### config.mk
export PLATFORM = sky130hd
export DESIGN_NAME = conv_tap_feeder_flat
export DESIGN_NICKNAME = d
export VERILOG_FILES = /design/src/rtl/conv_tap_feeder_if.sv /design/src/rtl/conv_tap_feeder.sv /design/src/flat_wrapper.sv
export SDC_FILE = /design/constraint.sdc
export NUM_CORES = 1
export LEC_CHECK = 0
export ABC_CLOCK_PERIOD_IN_PS = 5550
export CAP_MARGIN = 20
export CELL_PAD_IN_SITES_DETAIL_PLACEMENT = 1
export CELL_PAD_IN_SITES_GLOBAL_PLACEMENT = 1
export CORE_UTILIZATION = 47
export CTS_CLUSTER_SIZE = 8
export DETAILED_ROUTE_END_ITERATION = 10
export PLACE_DENSITY = 0.85
export SLEW_MARGIN = 20
export SYNTH_ARGS = -nofsm -noshare
export SYNTH_HDL_FRONTEND = slang
export SYNTH_SLANG_ARGS = --single-unit
### constraint.sdc
create_clock -name clk -period 5.55 [get_ports clk]
set_input_delay 1.11 -clock clk [delete_from_list [all_inputs] [get_ports clk]]
set_output_delay 1.11 -clock clk [all_outputs]
set_load 0.03 [all_outputs]
### src/rtl/conv_tap_feeder_if.sv
// Pixel stream handshake between an upstream source and the convolution feeder.
// The master drives pixels; the slave (feeder) answers with ready.
interface conv_tap_feeder_if #(
    parameter int PIX_W = 8
) ();
    logic             in_valid;
    logic             in_ready;
    logic [PIX_W-1:0] in_pixel;

    modport master (
        output in_valid,
        output in_pixel,
        input  in_ready
    );

    modport slave (
        input  in_valid,
        input  in_pixel,
        output in_ready
    );
endinterface

### src/rtl/conv_tap_feeder.sv
// Front end of the 3-tap transposed convolution: multiplies each accepted pixel by
// three signed weights and frames rows/frames for the downstream tap accumulator.
module conv_tap_feeder #(
    parameter int PIX_W    = 8,
    parameter int W_W      = 8,
    parameter int ROW_LEN  = 28,
    parameter int NUM_ROWS = 28
) (
    input  logic                 clk,
    input  logic                 rst,
    input  logic                 w_load,
    input  logic [1:0]           w_sel,
    input  logic [W_W-1:0]       w_data,
    input  logic                 start,
    conv_tap_feeder_if.slave     px,
    output logic [47:0]          pix,
    output logic                 enable,
    output logic                 num_block_change,
    output logic                 out_valid,
    output logic                 out_last,
    output logic                 busy,
    output logic                 done
);

    localparam int LANE_W = 16;
    localparam int COL_W  = $clog2(ROW_LEN);
    localparam int ROW_W  = (NUM_ROWS > 1) ? $clog2(NUM_ROWS) : 1;
    localparam logic [COL_W-1:0] COL_LAST = COL_W'(ROW_LEN - 1);
    localparam logic [ROW_W-1:0] ROW_LAST = ROW_W'(NUM_ROWS - 1);

    typedef enum logic [2:0] {
        S_IDLE   = 3'd0,
        S_CLEAR  = 3'd1,
        S_STREAM = 3'd2,
        S_DRAIN1 = 3'd3,
        S_DRAIN2 = 3'd4
    } state_t;

    // Unsigned pixel times signed weight; the exact product always fits 16 bits.
    function automatic logic [LANE_W-1:0] mul_lane(input logic [PIX_W-1:0] x,
                                                   input logic signed [W_W-1:0] w);
        return LANE_W'($signed({1'b0, x}) * w);
    endfunction

    state_t                 state_q, state_d;
    logic [COL_W-1:0]       col_q, col_d;
    logic [ROW_W-1:0]       row_q, row_d;
    logic signed [W_W-1:0]  w0_q, w1_q, w2_q;
    logic [47:0]            pix_q;
    logic                   enable_q, nbc_q, in_ready_q, busy_q, done_q;
    logic                   ov_pend_q, ol_pend_q, out_valid_q, out_last_q;
    logic                   accept_s, row_end_s, last_row_s;

    // Next-state and counter update logic.
    always_comb begin
        accept_s   = (state_q == S_STREAM) && px.in_valid && in_ready_q;
        row_end_s  = accept_s && (col_q == COL_LAST);
        last_row_s = (row_q == ROW_LAST);
        state_d    = state_q;
        col_d      = col_q;
        row_d      = row_q;
        case (state_q)
            S_IDLE: begin
                if (start) begin
                    state_d = S_CLEAR;
                    col_d   = '0;
                    row_d   = '0;
                end else begin
                    state_d = S_IDLE;
                end
            end
            S_CLEAR:  state_d = S_STREAM;
            S_STREAM: begin
                if (row_end_s) begin
                    col_d = '0;
                    if (last_row_s) begin
                        state_d = S_DRAIN1;
                    end else begin
                        row_d   = row_q + ROW_W'(1);
                        state_d = S_CLEAR;
                    end
                end else if (accept_s) begin
                    col_d = col_q + COL_W'(1);
                end else begin
                    col_d = col_q;
                end
            end
            S_DRAIN1: state_d = S_DRAIN2;
            S_DRAIN2: state_d = S_IDLE;
            default:  state_d = S_IDLE;
        endcase
    end

    // State, weights and all outputs; controls are Moore on the next state so they
    // line up with the cycle the FSM actually occupies.
    always_ff @(posedge clk or negedge rst) begin
        if (!rst) begin
            state_q     <= S_IDLE;
            col_q       <= '0;
            row_q       <= '0;
            w0_q        <= '0;
            w1_q        <= '0;
            w2_q        <= '0;
            pix_q       <= 48'd0;
            enable_q    <= 1'b0;
            nbc_q       <= 1'b0;
            in_ready_q  <= 1'b0;
            busy_q      <= 1'b0;
            done_q      <= 1'b0;
            ov_pend_q   <= 1'b0;
            ol_pend_q   <= 1'b0;
            out_valid_q <= 1'b0;
            out_last_q  <= 1'b0;
        end else begin
            state_q    <= state_d;
            col_q      <= col_d;
            row_q      <= row_d;
            in_ready_q <= (state_d == S_STREAM);
            nbc_q      <= (state_d == S_CLEAR);
            busy_q     <= (state_d != S_IDLE);
            done_q     <= (state_d == S_DRAIN2);
            enable_q   <= accept_s;
            if (accept_s) begin
                pix_q <= {mul_lane(px.in_pixel, w2_q),
                          mul_lane(px.in_pixel, w1_q),
                          mul_lane(px.in_pixel, w0_q)};
            end
            // Accumulator output lags the enable by one edge, so flag it one stage later.
            ov_pend_q   <= accept_s && (col_q >= COL_W'(2));
            ol_pend_q   <= row_end_s && last_row_s;
            out_valid_q <= ov_pend_q;
            out_last_q  <= ol_pend_q;
            if ((state_q == S_IDLE) && w_load) begin
                case (w_sel)
                    2'd0:    w0_q <= w_data;
                    2'd1:    w1_q <= w_data;
                    2'd2:    w2_q <= w_data;
                    default: ;
                endcase
            end
        end
    end

    assign px.in_ready       = in_ready_q;
    assign pix               = pix_q;
    assign enable            = enable_q;
    assign num_block_change  = nbc_q;
    assign out_valid         = out_valid_q;
    assign out_last          = out_last_q;
    assign busy              = busy_q;
    assign done              = done_q;

endmodule
### src/flat_wrapper.sv
// flat-port wrapper written by rule: the top's interface ports become plain ports
module conv_tap_feeder_flat 
#(
    parameter int PIX_W    = 8,
    parameter int W_W      = 8,
    parameter int ROW_LEN  = 28,
    parameter int NUM_ROWS = 28
)
  (clk, rst, w_load, w_sel, w_data, start, pix, enable, num_block_change, out_valid, out_last, busy, done, px_in_valid, px_in_pixel, px_in_ready);
  conv_tap_feeder_if #(.PIX_W(PIX_W)) px_i ();
  input  logic clk;
  input  logic rst;
  input  logic w_load;
  input  logic [1:0] w_sel;
  input  logic [W_W-1:0] w_data;
  input  logic start;
  output logic [47:0] pix;
  output logic enable;
  output logic num_block_change;
  output logic out_valid;
  output logic out_last;
  output logic busy;
  output logic done;
  input wire logic [$bits(px_i.in_valid)-1:0] px_in_valid;
  input wire logic [$bits(px_i.in_pixel)-1:0] px_in_pixel;
  output wire logic [$bits(px_i.in_ready)-1:0] px_in_ready;
  assign px_i.in_valid = px_in_valid;
  assign px_i.in_pixel = px_in_pixel;
  assign px_in_ready = px_i.in_ready;
  conv_tap_feeder #(.PIX_W(PIX_W), .W_W(W_W), .ROW_LEN(ROW_LEN), .NUM_ROWS(NUM_ROWS)) u_core (.clk(clk), .rst(rst), .w_load(w_load), .w_sel(w_sel), .w_data(w_data), .start(start), .px(px_i), .pix(pix), .enable(enable), .num_block_change(num_block_change), .out_valid(out_valid), .out_last(out_last), .busy(busy), .done(done));
endmodule
==> flow_summary.yaml <==
finish:
  final_area_um2: 11600
  nets: 1410
  antennaDiodeCount: 0
  drive_above_1_share: 0.0570
  final_cells: 1433
  areaGrowthSynthToFinish_pct: 14.5
  final_core_util: 0.552
  fillers: 2399
die:
  die_area_um2: 22200
  io_pins: 78
  die_w_um: 149
  core_area_um2: 21100
  initial_core_util: 0.482
  dieHeight_um: 149
  rows: 53
clock_tree:
  postCtsHoldBufs: 0
  cts_buffers: 9
  clk-insertion-delay-late_ns: 0.36
  clkTransAtPathRegs_ns: 0.08
  post_cts_buffers: 0
  clockRootBuffer: "clkbuf_16"
  cts_buffer_depth: 2
  cts_sinks: 94
  cts-htree-levels: 3
  cts_tree: "built"
sta:
  relSlewSlack: 0.552
  slew_violations: 0
  finalSetupTns_ns: 0
  setup_viol: 0
  fin_crit_ns: 5.27
  skew_ns: 0.0101
  max_freq_mhz: 190
  hold_violations: 0
  worst_slew_pin_slew_ns: 0.673
  rsz0062_at_grt: "no"
  period_share: 0.949
placement:
  post-dp-hpwl_mm: 20.1
  dpl-instance-area_um2: 11300
  gp_congestion: 0.797
  numPortBuffers: 77
  dpl.cell_count: 1417
setup_path:
  arrival_ns: 5.54
  critPathLaunchType: "input pin"
  cp-end-kind: "register"
  worstPathRequired_ns: 5.82
  crit_type: "in -> reg"
  crit_fanout: 18
yosys:
  yosysSeqAreaShare: 0.231
  async_flop_share: 1.00
  ys.flop_type: "dfrtp_1"
  syn_area_um2: 10200
  yosys_warnings: 0
  syn_area_per_cell_um2: 9.41
  yosysUniqueCellTypes: 55
  synth_edf_count: 0
  synth_nets: 1337
  ys_ff_latch: 94
  synth_cells: 1080
detailed_routing:
  wl_mm: 26.3
  vias_per_cell: 5.43
  wire_per_inst_um: 18.3
  ant_nets: 0
  vias: 7781
  initialDrtViolationCount: 348
  drc: 0
  drt-pass1-iter-count: 4
global_route:
  top_usage_layer: "met2"
  use_met3: 0.0352
  antenna_found_initial: 0
  use_met1: 0.327
  track_usage: 0.257
  grt_pass1_vias: 8632
  grt_max_degree: 49
  grt_pass1_wl_mm: 44.4
  overflow: 0
  use_met2: 0.454
flow_run:
  maxCapViolations: 0
worst_hold_path:
  hold_path_class: "reg -> reg"
run_status:
  status: "finished clean"
area by class of cell:
| type | count | area [um2] | share of cell area |
|---|---|---|---|
| tap | 275 | 344 | 0.0296 |
| clock buffer | 9 | 225 | 0.0194 |
| clock inverter | 7 | 63.8 | 0.00549 |
| inverter | 163 | 612 | 0.0526 |
| multi-input combinational | 789 | 7060 | 0.607 |
| sequential | 94 | 2350 | 0.202 |
| timing repair buffer | 96 | 973 | 0.0837 |
layout by cell type, fill, tap and decap left out, types with 12 or more instances in the layout:
cell type and instances:
inv_1 163, nand2_1 129, and2_1 125, ha_1 123, fa_1 111, dfrtp_1 94, clkdlybuf4s50_1 76, nor2_1 36
o21ai_0 35, mux2_2 23, a21oi_1 22, nand3_1 17, a21o_1 16, buf_4 15, xor2_1 14, nand2b_1 12
nor3_1 12, xnor2_1 12, o21a_1 12
state kept, by name, indices dropped and copies added, names as in the netlist, 3 cells and up:
signal / flops
u_core.row_q: 5
u_core.col_q: 5
u_core.w0_q: 8
u_core.w2_q: 8
u_core.w1_q: 8
u_core.pix: 48
u_core.state_q: 3
synth_stat cells, types with 3 or more instances:
| cell type | count | share of area |
|---|---|---|
| a211o_1 | 3 | 0.0026 |
| a211oi_1 | 9 | 0.0066 |
| a21o_1 | 16 | 0.012 |
| a21oi_1 | 22 | 0.011 |
| a31oi_1 | 8 | 0.0049 |
| and2_1 | 125 | 0.077 |
| and3_1 | 4 | 0.0025 |
| buf_2 | 5 | 0.0025 |
| clkbuf_1 | 26 | 0.0096 |
| dfrtp_1 | 94 | 0.23 |
| fa_1 | 111 | 0.22 |
| ha_1 | 123 | 0.15 |
| inv_1 | 163 | 0.060 |
| mux2_2 | 23 | 0.025 |
| nand2_1 | 129 | 0.048 |
| nand2b_1 | 12 | 0.0074 |
| nand3_1 | 17 | 0.0084 |
| nand3b_1 | 3 | 0.0022 |
| nand4_1 | 9 | 0.0055 |
| nand4b_1 | 4 | 0.0034 |
| nor2_1 | 36 | 0.013 |
| nor2b_1 | 9 | 0.0055 |
| nor3_1 | 12 | 0.0059 |
| nor3b_1 | 3 | 0.0022 |
| o21a_1 | 12 | 0.0089 |
| o21ai_0 | 36 | 0.018 |
| o311a_1 | 3 | 0.0030 |
| o31a_1 | 3 | 0.0026 |
| o31ai_1 | 5 | 0.0037 |
| or3_1 | 4 | 0.0025 |
| xnor2_1 | 12 | 0.010 |
| xor2_1 | 14 | 0.012 |
path summary, 6_finish.rpt:
check,from,to,slack [ns],cells past startpoint
worst max-delay path,px_in_pixel[0],u_core.pix[11]$_DFFE_PN0P_,0.28,17
worst min-delay path,u_core.ov_pend_q$_DFF_PN0_,u_core.out_valid$_DFF_PN0_,0.35,0
worst max register to register,u_core.w2_q[7]$_DFFE_PN0P_,u_core.pix[45]$_DFFE_PN0P_,1.09,13
worst min register to register,u_core.ov_pend_q$_DFF_PN0_,u_core.out_valid$_DFF_PN0_,0.35,0
max in group asynchronous,rst,u_core.pix[2]$_DFFE_PN0P_,3.68,2
min in group asynchronous,rst,u_core.enable$_DFF_PN0_,0.78,1
per-stage QoR:
stage / setup slack (ns) / hold slack [ns]
finish: 0.283 / 0.351
global placement: 0.0871 / 0.337
CTS: 0.119 / 0.350
detailed placement: -0.102 / 0.337
global route: 0.0736 / 0.365
floorplan: 0.643 / 0.331
critical path: stages:
cell	delay [ns]
clkdlybuf4s50_1	0.56
buf_4	0.26
nand2b_1	0.15
fa_1	0.44
fa_1	0.50
inv_1	0.05
fa_1	0.51
inv_1	0.06
fa_1	0.48
inv_1	0.05
ha_1	0.35
o21ai_0	0.13
o21ai_0	0.26
buf_4	0.18
a31oi_1	0.09
xor2_1	0.16
o21ai_0	0.18
cells by family (layout without fill, tap and decap cells):
family	after synthesis	count (layout)	synth area share
xor gates and xnor gates	26	26	0.0224
and+or+nand+nor	378	378	0.194
DFF	94	94	0.231
adders and majority gates	234	234	0.370
muxes	25	25	0.0275
AOI/OAI and AO/OA	126	126	0.0799
buffers and inverters	197	275	0.0745
routing by layer:
metal | part of all wire | vias up
li1 | - | 3616
met1 | 0.43 | 3964
met2 | 0.51 | 151
met3 | 0.037 | 50
met4 | 0.023 | 0
met5 | 0 | -
repair_timing:
action,4_1_cts,5_1_grt
resized for setup,0,1
endpoints found under the hold margin,0,0
setup endpoints to repair,0,2
Power is not shown: default switching activity piles up to over one toggle a cycle in this logic, so the estimate is an artifact.
